`config.mk`:
```
export PLATFORM = sky130hd
export DESIGN_NAME = qeciphy_crc_scheduler
export DESIGN_NICKNAME = d
export VERILOG_FILES = /design/src/rtl/qeciphy_pkg.sv /design/src/rtl/qeciphy_crc_scheduler.sv
export SDC_FILE = /design/constraint.sdc
export NUM_CORES = 1
export LEC_CHECK = 0
export BUFFER_PORTS_ARGS = -buffer_cell sky130_fd_sc_hd__buf_4
export CAP_MARGIN = 0
export CORE_UTILIZATION = 52
export DETAILED_ROUTE_END_ITERATION = 10
export PLACE_DENSITY = 0.78
export SYNTH_ARGS = -nofsm -noshare
export SYNTH_HDL_FRONTEND = slang
export SYNTH_SLANG_ARGS = --single-unit
export TNS_END_PERCENT = 1
```
`constraint.sdc`:
```
create_clock -name clk_i -period 2 [get_ports clk_i]
set_input_delay 0.4 -clock clk_i [delete_from_list [all_inputs] [get_ports clk_i]]
set_output_delay 0.4 -clock clk_i [all_outputs]
set_load 0.05 [all_outputs]
```
`src/rtl/qeciphy_pkg.sv`:
```
// Types and constants shared by the TX slot scheduler, the TX word mux and the RX checker.
package qeciphy_pkg;

  typedef enum logic [1:0] {
    SLOT_IDLE = 2'd0,
    SLOT_FAW  = 2'd1,
    SLOT_DATA = 2'd2,
    SLOT_CRC  = 2'd3
  } slot_t;

  localparam int unsigned DATA_PER_CRC = 6;
  localparam int unsigned FRAME_CNT_W  = 8;
  localparam int unsigned DATA_IDX_W   = 3;

endpackage

```
`src/rtl/qeciphy_crc_scheduler.sv`:
```
// TX slot scheduler: splits the word stream into FAW / DATA / CRC slots and
// strobes the CRC engine boundaries and the TX mux source each cycle.
module qeciphy_crc_scheduler
  import qeciphy_pkg::*;
#(
  parameter int unsigned CRCS_PER_FAW = 64
) (
  input  logic                   clk_i,
  input  logic                   rst_n_i,
  input  logic                   link_up_i,
  input  logic                   resync_i,
  output slot_t                  slot_o,
  output logic                   faw_boundary_o,
  output logic                   crc_boundary_o,
  output logic                   data_ready_o,
  output logic [DATA_IDX_W-1:0]  data_idx_o,
  output logic [FRAME_CNT_W-1:0] frame_cnt_o
);

  typedef enum logic [1:0] {
    ST_IDLE,
    ST_FAW,
    ST_DATA,
    ST_CRC
  } state_t;

  localparam logic [DATA_IDX_W-1:0]  LAST_IDX   = DATA_IDX_W'(DATA_PER_CRC - 1);
  localparam logic [FRAME_CNT_W-1:0] CNT_TARGET = FRAME_CNT_W'(CRCS_PER_FAW);
  localparam logic [FRAME_CNT_W-1:0] CNT_ONE    = FRAME_CNT_W'(1);
  localparam logic [DATA_IDX_W-1:0]  IDX_ONE    = DATA_IDX_W'(1);

  state_t                 state_q;
  state_t                 state_d;
  logic                   resync_pend_q;
  logic                   resync_pend_d;
  logic [DATA_IDX_W-1:0]  data_idx_d;
  logic [FRAME_CNT_W-1:0] frame_cnt_d;
  slot_t                  slot_d;

  // Next state, next counters and the slot decode of the next state.
  always_comb begin
    state_d       = state_q;
    resync_pend_d = resync_pend_q;
    data_idx_d    = '0;
    frame_cnt_d   = frame_cnt_o;
    slot_d        = SLOT_IDLE;

    if (!link_up_i) begin
      state_d       = ST_IDLE;
      resync_pend_d = 1'b0;
      frame_cnt_d   = '0;
    end else begin
      unique case (state_q)
        ST_IDLE: begin
          state_d       = ST_FAW;
          resync_pend_d = 1'b0;
        end
        ST_FAW: begin
          // A resync during FAW is dropped: this FAW already realigns.
          state_d       = ST_DATA;
          resync_pend_d = 1'b0;
          frame_cnt_d   = '0;
        end
        ST_DATA: begin
          resync_pend_d = resync_pend_q | resync_i;
          if (data_idx_o == LAST_IDX) begin
            state_d = ST_CRC;
          end else begin
            data_idx_d = data_idx_o + IDX_ONE;
          end
        end
        ST_CRC: begin
          frame_cnt_d = frame_cnt_o + CNT_ONE;
          if ((frame_cnt_d == CNT_TARGET) || resync_pend_q || resync_i) begin
            state_d       = ST_FAW;
            resync_pend_d = 1'b0;
          end else begin
            state_d = ST_DATA;
          end
        end
        default: begin
          state_d       = ST_IDLE;
          resync_pend_d = 1'b0;
          frame_cnt_d   = '0;
        end
      endcase
    end

    unique case (state_d)
      ST_FAW:  slot_d = SLOT_FAW;
      ST_DATA: slot_d = SLOT_DATA;
      ST_CRC:  slot_d = SLOT_CRC;
      default: slot_d = SLOT_IDLE;
    endcase
  end

  // State and registered outputs; outputs are a pure decode of the next state.
  always_ff @(posedge clk_i or negedge rst_n_i) begin
    if (!rst_n_i) begin
      state_q        <= ST_IDLE;
      resync_pend_q  <= 1'b0;
      slot_o         <= SLOT_IDLE;
      faw_boundary_o <= 1'b0;
      crc_boundary_o <= 1'b0;
      data_ready_o   <= 1'b0;
      data_idx_o     <= '0;
      frame_cnt_o    <= '0;
    end else begin
      state_q        <= state_d;
      resync_pend_q  <= resync_pend_d;
      slot_o         <= slot_d;
      faw_boundary_o <= (state_d == ST_FAW);
      crc_boundary_o <= (state_d == ST_CRC);
      data_ready_o   <= (state_d == ST_DATA);
      data_idx_o     <= data_idx_d;
      frame_cnt_o    <= frame_cnt_d;
    end
  end

endmodule

```
Word level (Yosys, flattened, before mapping)
Cells that the tools add are included.
{ "totals": {"reg_bits": 19, "latch_bits": 0, "mem_bits_rw": 0, "romBits": 0, "in_bits": 4, "elab_cells": 38, "mem_count": 0} }
{ "op_classes": {"add_sub_neg": 2, "mul": 0, "div_mod_pow": 0, "magnitude_cmp": 0, "n_eq_ne": 10, "shifts": 0, "mux": 13, "n_bitwise": 1, "reduce_logical": 4} }
{ "op_table": {"columns": ["operator", "n"], "rows": [
  ["8-bit one-hot mux with 2 select lines", 1],
  ["3-bit two-way mux", 3],
  ["8-bit by 1-bit adder with 8-bit output, second input constant", 1],
  ["2-bit == test, second input constant", 4],
  ["8-bit by 7-bit == test with 1-bit output, second input constant", 1],
  ["8-bit two-way mux", 1],
  ["2-bit one-hot mux with 4 select lines", 1],
  ["2-bit two-way mux", 3],
  ["2-bit one-hot mux with 3 select lines", 1],
  ["2-bit by 1-bit == test with 1-bit output, second input constant", 2],
  ["3-bit by 1-bit adder with 3-bit output, second input constant", 1],
  ["3-bit == test, second input constant", 1],
  ["3-bit by 1-bit != test with 1-bit output, second input constant", 1],
  ["3-bit != test, second input constant", 1],
  ["1-bit one-hot mux with 3 select lines", 1],
  ["2-bit logical NOT", 1],
  ["1-bit logical OR", 2],
  ["1-bit two-way mux", 2],
  ["2-bit OR reduction", 1],
  ["1-bit bitwise OR", 1]
]} }

Longest topological paths before layout
Gate-level depths: netlist of the first run.
{ "depth": {"word_depth": 9, "depth_mapped": 5} }

Least setup slack after synthesis of the first run
OpenSTA, ideal clock, no wires.
{ "synth_timing": {"kind": "register -> register", "startpoint": "register frame_cnt_o[0]", "endpoint": "register slot_o[0]", "setup_ps": 67, "arrival_time_ps": 1755, "required_time_ps": 1933, "path_slack_ps": 178, "stages_incl_launch_ff": 5, "n_path_buf": 0, "path_cell_list": "dfrtp_1 > nand3_4 > or4b_4 > a211o_1 > nand2_1"} }
{ "synth_via": {"elab_chain_len": 9, "word_cells_on_any_way": 11, "classes_between": "1 x add/sub; 4 x eq/ne; 4 x mux; 2 x reduce/logical"} }
{ "synth_rtl": {"columns": ["item", "line_no", "source"], "rows": [
  ["start: declaration", "qeciphy_crc_scheduler.sv:17", "output logic [FRAME_CNT_W-1:0] frame_cnt_o"],
  ["start signal: assignment", "qeciphy_crc_scheduler.sv:116", "frame_cnt_o <= frame_cnt_d;"],
  ["8-bit by 1-bit adder with 8-bit output (*)", "qeciphy_crc_scheduler.sv:73", "frame_cnt_d = frame_cnt_o + CNT_ONE;"],
  ["8-bit by 7-bit == test with 1-bit output (*)", "qeciphy_crc_scheduler.sv:74", "if ((frame_cnt_d == CNT_TARGET) || resync_pend_q || resync_i) begin"],
  ["1-bit logical OR (*) (2 in a row)", "qeciphy_crc_scheduler.sv:74", null],
  ["2-bit two-way mux (*)", "qeciphy_crc_scheduler.sv:74", null],
  ["2-bit one-hot mux with 4 select lines (*)", "qeciphy_crc_scheduler.sv:53", "unique case (state_q)"],
  ["2-bit two-way mux (*)", "qeciphy_crc_scheduler.sv:48", "if (!link_up_i) begin"],
  ["2-bit == test / 2-bit by 1-bit == test with 1-bit output (equally long branches)", "qeciphy_crc_scheduler.sv:89", "unique case (state_d)"],
  ["2-bit one-hot mux with 3 select lines (*)", "qeciphy_crc_scheduler.sv:89", null],
  ["named net slot_d[0]", "qeciphy_crc_scheduler.sv:38", "slot_t slot_d;"],
  ["end signal: assignment", "qeciphy_crc_scheduler.sv:111", "slot_o <= slot_d;"],
  ["end: declaration", "qeciphy_crc_scheduler.sv:12", "output slot_t slot_o,"]
]} }
The timed path passes the listed nets; every way through them passes the cells marked *.
A chain may end at the register's enable or synchronous reset.

Worst setup path after layout of the first run
{ "layout_timing": {"startpoint": "register frame_cnt_o[0]", "endpoint": "register state_q[0]"} }
{ "layout_via": {"elab_chain_len": 7} }
{ "layout_rtl": {"columns": ["item", "line_no", "source"], "rows": [
  ["8-bit by 1-bit adder with 8-bit output", "qeciphy_crc_scheduler.sv:73", null],
  ["8-bit by 7-bit == test with 1-bit output", "qeciphy_crc_scheduler.sv:74", null],
  ["1-bit logical OR (2 in a row)", "qeciphy_crc_scheduler.sv:74", null],
  ["2-bit two-way mux", "qeciphy_crc_scheduler.sv:74", null],
  ["2-bit one-hot mux with 4 select lines", "qeciphy_crc_scheduler.sv:53", null],
  ["2-bit two-way mux", "qeciphy_crc_scheduler.sv:48", null],
  ["named net state_d[0]", "qeciphy_crc_scheduler.sv:33", "state_t state_d;"],
  ["end signal: assignment", "qeciphy_crc_scheduler.sv:109", "state_q <= state_d;"],
  ["end: declaration", "qeciphy_crc_scheduler.sv:32", "state_t state_q;"]
]} }
The timed path passes the listed nets, and every way through them passes these cells.

==> flow_summary.toml, run 1 <==
[logic_synthesis]
ys_types = 30
synth_top_area_share_pct = 48.13
ys_top_cells_by_area = "dfrtp_1 (48%), a21boi_0 (4.0%), nand2_1 (4.0%)"
synth_area_leader_cell = "dfrtp_1"
synth_ff_type = "dfrtp_1"
synth_warnings = 0
synth_edf_count = 0
ys_ff_latch = 18
synth-xor-area-share_pct = 0
mappedNetlistArea_sq_um = 935.9
synthSimpleGateAreaFrac_pct = 27.54
syn_avg_cell_area_sq_um = 9.550
netlist_instances = 98
synth_compound_area_share_pct = 19.12
syn_nets = 103
synthMuxAreaShare_pct = 1.070
ys_async_sr_fraction_pct = 100.0
synth-seq-area-share_pct = 48.13
synthAdderAreaFrac_pct = 1.337
synth_top_family_by_area = "simple AND/OR/NAND/NOR gates"

[finish]
antenna_cells = 0
area_growth_pct = 21.39
layout-drive-gt1-share_pct = 22.88
fillCellCount = 126
fin_nets = 124

[sta]
rsz0062_at_grt = "false"
drv_slew = 0
slew_headroom_pct = 70.09
fin_hold_ws_ns = 0.3498
tns_ns = 0
tightestPinTransition_ns = 0.4487
period_needed_ns = 1.631
hold_viol = 0
fin_crit_sh_pct = 81.56
fmax_ghz = 0.6131
fin_worst_skew_ns = 0.008194
setup_viol = 0

[die]
pin_count = 20
dieArea_sq_um = 1974
fp.dieH_um = 44.43
core_area_sq_um = 1594
rows = 14
die_x_um = 44.43
start_util_pct = 58.71

[worst_setup_path]
cp-endpoint = "state_q[0]"
r2r.worst_path.cells = 4
endpoint_kind = "flip-flop"
cp-start-kind = "flip-flop"
reg2reg_setup_slack_ns = 0.37
required_ns = 2.24
critPathKind = "reg2reg"
r2r-start = "frame_cnt_o[0]"
crit_start = "frame_cnt_o[0]"
crit_arrival_ns = 1.87
crit_path_max_fanout = 8
r2r-end = "state_q[0]"

[power]
cellLeakagePower_nw = 0.5013
comb_power_share_pct = 17.5
power.clock.fraction_pct = 30.0
powerDensity_nw_per_um2 = 680.4
ir_drop_v = 0.0004955
p_total_w = 0.0007730
pwr-share-seq_pct = 52.5
switching_share_pct = 30.69
p_sw_w = 0.0002373
internal_power_w = 0.0005357

[routing]
routed_wl_mm = 1.964
drt_iter0_drc = 10
ant_nets = 0
drt-vias-per-instance = 5.542
avgRoutedWirePerCell_um = 13.83
first_pass_iters = 4
num_vias = 787
drc = 0

[global_route]
grt.total_usage_pct = 22.83
antenna_found_initial = 0
first_global_vias = 720
grt_overflow = 0
grt_pass1_wl_mm = 3.263
grt_max_degree = 19

[placement]
io_buffers = 19
hpwl_mm = 1.327
place_congestion = 0.7832

[clock_tree]
htreeDepth = 1
clockBufferDepth = 2
cts_hold_buf = 1
cts_resized = 0
path_clk_slew_ns = 0.11
insertion_delay_ns = 0.30
cts_buffers = 3
root_buffer = "clkbuf_4"
clkSinkCount = 18
cts_tree = "yes"
post_cts_buffers = 0

[job]
maxCapViolCount = 0

[min_path]
min_path_type = "in2reg"

[run_status]
outcome = "completed"
[Yosys cell counts, drive strengths merged (2+ instances only)]
cell type,count
nor4bb,2
nand4,2
clkbuf,3
o21a,4
inv,2
nor2b,3
a211o,3
a21oi,5
o21ai,7
nand3b,2
nor2,9
a21boi,5
nor3,3
dfrtp,18
nor4,3
nand2,11
nand3,5
[power groups by stage]
stage	Combinational [W]	Clock (W)	Sequential, W
6_report	0.000135	0.000232	0.000406
2_1_floorplan	0.0000634	0	0.000439
4_1_cts	0.000136	0.000237	0.000405
5_1_grt	0.000146	0.000244	0.000408
3_3_place_gp	0.000132	0	0.000413
3_5_place_dp	0.000134	0	0.000413
[layout by cell type (no fill, tap or decap)]
master	synthesis	routed
a211o_1	3	3
a211oi_1	1	1
a21bo_2	1	1
a21boi_0	5	5
a21oi_1	5	5
and2_1	1	1
buf_4	1	19
clkbuf_4	0	3
clkbuf_8	0	1
dfrtp_1	18	18
dlygate4sd3_1	0	1
ha_1	1	1
inv_1	2	2
mux2i_1	1	1
nand2_1	10	10
nand2_2	1	1
nand2b_1	1	1
nand3_1	4	4
nand3_4	1	1
nand3b_1	2	2
nand4_1	2	2
nor2_1	9	9
nor2b_1	3	3
nor3_1	3	3
nor3b_1	1	1
nor4_1	3	3
nor4b_1	1	1
nor4bb_1	2	2
o211ai_1	1	1
o21a_1	4	4
o21ai_0	7	7
or4b_4	1	1
[cell type report]
cell class	instances	area, sq um	area share (%)
multi-input cells	74	459.2	40.42
repair buffers	20	152.6	13.44
inverters	2	7.507	0.6608
clock buffers	4	36.28	3.194
well taps	24	30.03	2.643
flip-flops and latches	18	450.4	39.65
[sequential cells by signal, indices dropped and copies added (netlist names)]
register        cells
frame_cnt_o         8
data_idx_o          3
slot_o              2
crc_boundary_o      1
data_ready_o        1
faw_boundary_o      1
resync_pend_q       1
state_q             1
[through the flow]
stage	util [%]	cells	cell area (sq um)	worst slack (ns)
floorplan	-	98	935.9	0.1778
global placement	68.37	137	1090	0.4063
detailed placement	68.37	137	1090	0.3967
CTS	71.27	142	1136	0.3750
global route	71.27	142	1136	0.2975
finish	71.27	142	1136	0.3689
[critical path: stages, from the launching register on]
cell	delay, ns
dfrtp_1	0.53
nand3_4	0.15
or4b_4	0.51
a211o_1	0.31
nand2_1	0.07
[layer usage]
layer | vias to the layer above | wire, um | track usage (%)
li1 | 400 | - | -
met1 | 372 | 975 | 31.65
met2 | 13 | 930 | 37.65
met3 | 2 | 43 | 3.673
met4 | 0 | 14 | 5.455
met5 | - | 0 | 0
[worst min-delay path by stage]
stage,start,to,slack [ns],depth (start not counted)
final,resync_i,resync_pend_q,0.35,3
after global routing,resync_i,resync_pend_q,0.40,3
after floorplan,rst_n_i,crc_boundary_o,0.10,0
after CTS,resync_i,resync_pend_q,0.35,3
after detailed placement,rst_n_i,frame_cnt_o[2],0.28,1
after global placement,rst_n_i,frame_cnt_o[2],0.28,1
[kinds of logic after synthesis]
logic type / after synthesis
adders and majority gates: 1
buffers and inverters: 6
muxes: 1
and+or+nand+nor: 45
DFF: 18
AOI/OAI and AO/OA: 27
Note: power is estimated with default switching activity, not from simulation.
==> inputs of run 2 (changes only) <==
--- a/config.mk
+++ b/config.mk
@@ -7,9 +7,9 @@
 export LEC_CHECK = 0
 export BUFFER_PORTS_ARGS = -buffer_cell sky130_fd_sc_hd__buf_4
 export CAP_MARGIN = 0
-export CORE_UTILIZATION = 52
+export CORE_UTILIZATION = 47
 export DETAILED_ROUTE_END_ITERATION = 10
-export PLACE_DENSITY = 0.78
+export PLACE_DENSITY = 0.74
 export SYNTH_ARGS = -nofsm -noshare
 export SYNTH_HDL_FRONTEND = slang
 export SYNTH_SLANG_ARGS = --single-unit
==> constraint.sdc (replaced) <==
create_clock -name clk_i -period 1.3 [get_ports clk_i]
set_input_delay 0.26 -clock clk_i [delete_from_list [all_inputs] [get_ports clk_i]]
set_output_delay 0.26 -clock clk_i [all_outputs]
set_load 0.05 [all_outputs]
==> run 2 against run 1 <==
  * The run now ends with negative setup slack left
  * Largest power group unchanged
  * Total power rose by 58%
  * Final cell count is 15% higher
  * Hold slack worse by 0.079 ns
  * Register-to-register slack worse by 0.57 ns
  * Largest cell class unchanged
  * Flip-flop and latch count is the same
  * Non-clock buffer count up 20
  * Routed wire length is 18% higher
  * Highest routed layer unchanged
  * Sequential share of layout area decreased by 5.9 points
  * Clock skew up 0.0012 ns
  * Count of clock-buffer cells in the layout unchanged
==> flow_summary.toml, run 2 (synthesis gave the netlist of run 1 again) <==
[run_status]
outcome = "finished, violations left"
violations = "negative setup slack"

[finish]
largestRegisters = "frame_cnt_o: 8 flops, data_idx_o: 3 flops, slot_o: 2 flops"
seq_area_sq_um = 456.7
area_growth_pct = 44.79
final_common_cell = "buf_4"
instances_no_fill = 163
mostFrequentLayoutCells = "buf_4 (29), dfrtp_1 (13), nand2_1 (10)"
fin_nets = 144
top_register = "frame_cnt_o"
final_area_sq_um = 1355
fillCellCount = 144
antenna_cells = 0
multiInputGateArea_sq_um = 475.5
largest_reg_flops = 8
layout-drive-gt1-share_pct = 40.58

[worst_setup_path]
cp-start-kind = "flip-flop"
crit_top_cell = "a211o_1"
cp.buffers_inverters = 0
critPathKind = "reg2reg"
crit_chain = "a211o_1 -> a211o_1 -> a211o_1 -> nand2_1"
cp_slowest_cell = "dfrtp_2"
crit_start = "frame_cnt_o[0]"
crit_path_max_fanout = 5
path_delay_family = "compound AO/OA/AOI/OAI gates"
crit_arrival_ns = 1.73
required_ns = 1.53
endpoint_kind = "flip-flop"
r2r-start = "frame_cnt_o[0]"
max_stage_delay_ns = 0.47

[sta]
fmax_ghz = 0.6662
hold_viol = 0
setup_viol = 8
period_needed_ns = 1.501
drv_slew = 0
rsz0062_at_grt = "true"
slew_headroom_pct = 75.34
tightestPinTransition_ns = 0.3649
fin_crit_sh_pct = 115.5
tns_ns = -0.9243
fin_worst_skew_ns = 0.009420
setup_slack_ns = -0.2011

[routing]
num_vias = 883
drc = 0
highest_layer = "met4"
first_pass_iters = 4
routedLengthMet1_mm = 1.074
drt-vias-per-instance = 5.417
wl_met2_mm = 1.143
routed_wl_mm = 2.321
ant_nets = 0
avgRoutedWirePerCell_um = 14.24
drt_iter0_drc = 15
met3RoutedLength_um = 74

[placement]
dpl_cell_area_sq_um = 1240
dp_cells = 157
hpwl_mm = 1.619
place_congestion = 0.8261
io_buffers = 19
dp_slack_ns = -0.2215

[global_route]
grt_overflow = 0
grt_max_degree = 19
grt_pass1_wl_mm = 3.657
grt.total_usage_pct = 24.09
first_global_vias = 801
antenna_found_initial = 0

[die]
die_x_um = 46.63
pin_count = 20
fp.dieH_um = 46.63
core_area_sq_um = 1802
start_util_pct = 51.94
dieArea_sq_um = 2174
rows = 15

[clock_tree]
clockBufferDepth = 2
htreeDepth = 1
insertion_delay_ns = 0.29
path_clk_slew_ns = 0.11
cts_tree = "yes"
clkSinkCount = 18
cts_buffers = 3
root_buffer = "clkbuf_4"

[power]
powerDensity_nw_per_um2 = 899.2
ir_drop_v = 0.0007747
p_total_w = 0.001218
cellLeakagePower_nw = 0.6018

[job]
maxCapViolCount = 0

[min_path]
hold_start = "link_up_i"
min_path_type = "in2reg"
==> run 2: through the flow <==
step / hold slack [ns] / util, %
after CTS: 0.2613 / 72.99
final: 0.2707 / 75.21
after floorplan: -0.03559 / -
after detailed placement: 0.1433 / 68.82
after global placement: 0.1388 / 68.82
after global routing: 0.2591 / 75.21
==> run 2: cell type report <==
class	count	area share, %
sequential	18	33.70
clock buffer	4	2.678
multi-input combinational	74	35.09
tap	25	2.308
inverter	2	0.5540
timing repair buffer	40	25.67
==> run 2: path summary, 6_finish.rpt <==
kind	to	depth (start not counted)	slack, ns
setup reg to reg	faw_boundary_o	4	-0.20
hold / removal	frame_cnt_o[4]	2	0.27
setup / recovery	faw_boundary_o	4	-0.20
min in group asynchronous	frame_cnt_o[0]	2	0.37
hold reg to reg	data_idx_o[0]	2	0.54
max in group asynchronous	frame_cnt_o[4]	2	0.72
==> run 2: where the power goes <==
group	leakage, nW	switching (W)	internal [W]
logic	0.345	0.000172	0.0000972
clock network	0.0210	0.000177	0.000170
registers	0.236	0.0000173	0.000585
total	0.602	0.000366	0.000853
==> run 2: repair_timing <==
action / 4_1_cts / 5_1_grt
resized for setup: 8 / 11
hold buffers: 1 / 0
pin swaps: 4 / 0
hold endpoints to repair: 18 / 0
gates cloned: 0 / 0
endpoints found under the setup margin: 12 / 18
buffers inserted: 0 / 1
==> run 2: worst register-to-register path, cell delays in order (launching register included) <==
cell	delay, ns
dfrtp_2	0.47
a211o_1	0.30
a211o_1	0.31
a211o_1	0.28
nand2_1	0.07
==> run 2: routing by layer <==
metal | vias to the layer above | GRT usage [%]
li1 | 438 | -
met1 | 423 | 31.80
met5 | - | 0
met4 | 0 | 9.714
met2 | 18 | 38.06
met3 | 4 | 5.098
==> inputs of run 3 (changes only) <==
--- a/config.mk
+++ b/config.mk
@@ -5,10 +5,12 @@
 export SDC_FILE = /design/constraint.sdc
 export NUM_CORES = 1
 export LEC_CHECK = 0
+export ABC_AREA = 1
 export BUFFER_PORTS_ARGS = -buffer_cell sky130_fd_sc_hd__buf_4
 export CAP_MARGIN = 0
-export CORE_UTILIZATION = 47
+export CORE_UTILIZATION = 46
 export DETAILED_ROUTE_END_ITERATION = 10
+export GPL_TIMING_DRIVEN = 1
 export PLACE_DENSITY = 0.74
 export SYNTH_ARGS = -nofsm -noshare
 export SYNTH_HDL_FRONTEND = slang
==> constraint.sdc (replaced) <==
create_clock -name clk_i -period 1.3 [get_ports clk_i]
set_input_delay 0.065 -clock clk_i [delete_from_list [all_inputs] [get_ports clk_i]]
set_output_delay 0.065 -clock clk_i [all_outputs]
set_load 0.05 [all_outputs]
==> run 3 against run 2 <==
  * The flow still finishes with violations (negative setup slack)
  * Flip-flop and latch count unchanged
  * Via count is 7.0% lower
  * Worst setup slack improved by 0.052 ns
  * Critical endpoint is now crc_boundary_o
  * Critical path depth up 7
  * Sequential share of layout area up 3.8 points
  * Hold slack got worse by 0.26 ns
  * Utilization fell by 5.2 points
  * Register-to-register slack improved by 0.05 ns
  * Combinational power up 38%
  * Largest power group unchanged
==> flow_summary.toml, run 3 <==
[run_status]
outcome = "finished, violations left"
violations = "negative setup slack"

[sta]
drv_slew = 0
period_needed_ns = 1.450
fin_worst_skew_ns = 0.007127
setup_viol = 6
tightestPinTransition_ns = 0.2432
setup_slack_ns = -0.1496
rsz0062_at_grt = "true"
fmax_ghz = 0.6898
slew_headroom_pct = 83.73
fin_hold_ws_ns = 0.006989
fin_crit_sh_pct = 111.5
hold_viol = 0

[worst_setup_path]
r2r.worst_path.cells = 11
reg2reg_setup_slack_ns = -0.15
cp-endpoint = "crc_boundary_o"
r2r-end = "crc_boundary_o"
endpoint_kind = "flip-flop"
r2r-start = "frame_cnt_o[1]"
crit_path_max_fanout = 5
crit_arrival_ns = 1.63
crit_start = "frame_cnt_o[1]"
critPathKind = "reg2reg"
cp-start-kind = "flip-flop"
required_ns = 1.49

[logic_synthesis]
ys_top_cells_by_area = "dfrtp_1 (52%), nand2_1 (12%), inv_1 (6.1%)"
mappedNetlistArea_sq_um = 867.1
syn_nets = 112
netlist_top_cells_count = "nand2_1 (28), dfrtp_1 (18), inv_1 (14), nor2_1 (14), nand3_1 (8)"
synth_warnings = 0
synth-seq-area-share_pct = 51.95
ys_ff_latch = 18
synth_area_leader_cell = "dfrtp_1"
netlist_instances = 107
synth_top_area_share_pct = 51.95
synth_most_common_cell = "nand2_1"
ys_async_sr_fraction_pct = 100.0
synth_edf_count = 0
syn_avg_cell_area_sq_um = 8.104
synth_ff_type = "dfrtp_1"
ys_types = 18

[finish]
layout-drive-gt1-share_pct = 37.76
mostFrequentLayoutCells = "buf_4 (31), nand2_1 (26), inv_1 (14)"
final_area_sq_um = 1222
final_common_cell = "buf_4"
antenna_cells = 0
top_register = "frame_cnt_o"
instances_no_fill = 168
largest_reg_flops = 8
fin_nets = 149
largestRegisters = "frame_cnt_o: 8 flops, data_idx_o: 3 flops, slot_o: 2 flops"
fillCellCount = 159
area_growth_pct = 40.98

[power]
powerDensity_nw_per_um2 = 1052
comb_power_share_pct = 28.8
internal_power_w = 0.0008319
ir_drop_v = 0.0008054
power.clock.fraction_pct = 22.0
cellLeakagePower_nw = 0.5816
p_sw_w = 0.0004544
switching_share_pct = 35.32
pwr-share-seq_pct = 49.2

[global_route]
grt.total_usage_pct = 23.81
first_global_vias = 833
grt_pass1_wl_mm = 3.456
grt_overflow = 0
grt_max_degree = 19
antenna_found_initial = 0

[placement]
hpwl_mm = 1.445
dp_cells = 160
place_congestion = 0.8285
dpl_cell_area_sq_um = 1129
io_buffers = 19
dp_slack_ns = -0.1539

[clock_tree]
path_clk_slew_ns = 0.10
root_buffer = "clkbuf_4"
htreeDepth = 1
cts_tree = "yes"
insertion_delay_ns = 0.29
clkSinkCount = 18
cts_buffers = 3
clockBufferDepth = 2

[min_path]
holdPathStages = 3
min_path_type = "in2reg"

[die]
die_x_um = 45.42
fp.dieH_um = 45.42
core_area_sq_um = 1745
dieArea_sq_um = 2063
rows = 15
start_util_pct = 49.68
pin_count = 20

[routing]
ant_nets = 0
first_pass_iters = 4
drc = 0
drt-vias-per-instance = 4.887
drt_iter0_drc = 15
routed_wl_mm = 1.991
num_vias = 821
avgRoutedWirePerCell_um = 11.85

[job]
maxCapViolCount = 0
## run 3: cell types whose count changed after synthesis, moves of 4 or more
cell / before / now
nand3_1: 4 / 8
nand2_1: 10 / 28
inv_1: 2 / 14
o21a_1: 4 / 0
nor2_1: 9 / 14
a21boi_0: 5 / 0
## run 3: cell families (layout without fill, tap and decap cells)
logic type,count (synthesis),after routing,synth area share (%)
AOI/OAI and AO/OA,13,13,7.792
xor gates and xnor gates,1,1,1.010
adders and majority gates,1,1,1.443
buffers and inverters,15,51,6.927
DFF,18,18,51.95
and+or+nand+nor,59,59,30.88
## run 3: power groups by stage
stage	sequential (W)	clock, W	combinational, W
after floorplan	0.000743	0	0.000146
after global placement	0.000641	0	0.000354
after CTS	0.000632	0.000295	0.000368
after global routing	0.000637	0.000319	0.000401
final	0.000633	0.000283	0.000370
after detailed placement	0.000642	0	0.000356
## run 3: cell type report
class                           count  area, sq um  share of cell area [%]
Clock buffer                        4        26.28                   2.149
Multi-Input combinational cell     74        400.4                   32.75
Tap cell                           25        31.28                   2.559
Inverter                           14        52.55                   4.299
Sequential cell                    18        457.9                   37.46
Timing Repair Buffer               33        254.0                   20.78
## run 3: worst min-delay path by stage
stage	start	endpoint	slack [ns]
after floorplan	rst_n_i	crc_boundary_o	-0.23
after global routing	resync_i	resync_pend_q	0.02
after global placement	rst_n_i	frame_cnt_o[6]	-0.06
final	resync_i	resync_pend_q	0.007
after CTS	resync_i	resync_pend_q	0.002
after detailed placement	rst_n_i	frame_cnt_o[3]	-0.05
## run 3: repair_timing
item                                   4_1_cts  5_1_grt
buffers inserted                             3        0
resized for setup                            5        3
setup endpoints to repair                    6        8
pin swaps                                    9        2
endpoints found under the hold margin       18        0
hold buffers                                 1        0
## run 3: stage by stage
step                TNS [ns]  total power [W]  utilization (%)
finish               -0.7634         0.001286            70.04
floorplan             -1.308        0.0008892                -
detailed placement   -0.7253        0.0009983            64.66
global route          -1.371         0.001357            70.04
global placement     -0.4163        0.0009950            64.66
CTS                  -0.6831         0.001295            69.25
## run 3: worst max-delay path, stage by stage, from the launching register on
cell and delay, ns:
dfrtp_2 0.45, ha_4 0.18, nand3_4 0.09, nor2_2 0.04, nand2_1 0.07, nand2_2 0.06, nor2_2 0.08, nand3_1 0.08
nand2_1 0.09, nand2_2 0.09, nand2_2 0.07, nor2_1 0.04
## run 3: metal layers
| metal | up-vias | wire, um | track usage [%] |
|---|---|---|---|
| met1 | 383 | 859 | 29.41 |
| met3 | 6 | 72 | 4.365 |
| met4 | 0 | 42 | 13.33 |
| li1 | 407 | - | - |
| met2 | 25 | 1016 | 38.86 |
| met5 | - | 0 | 0 |
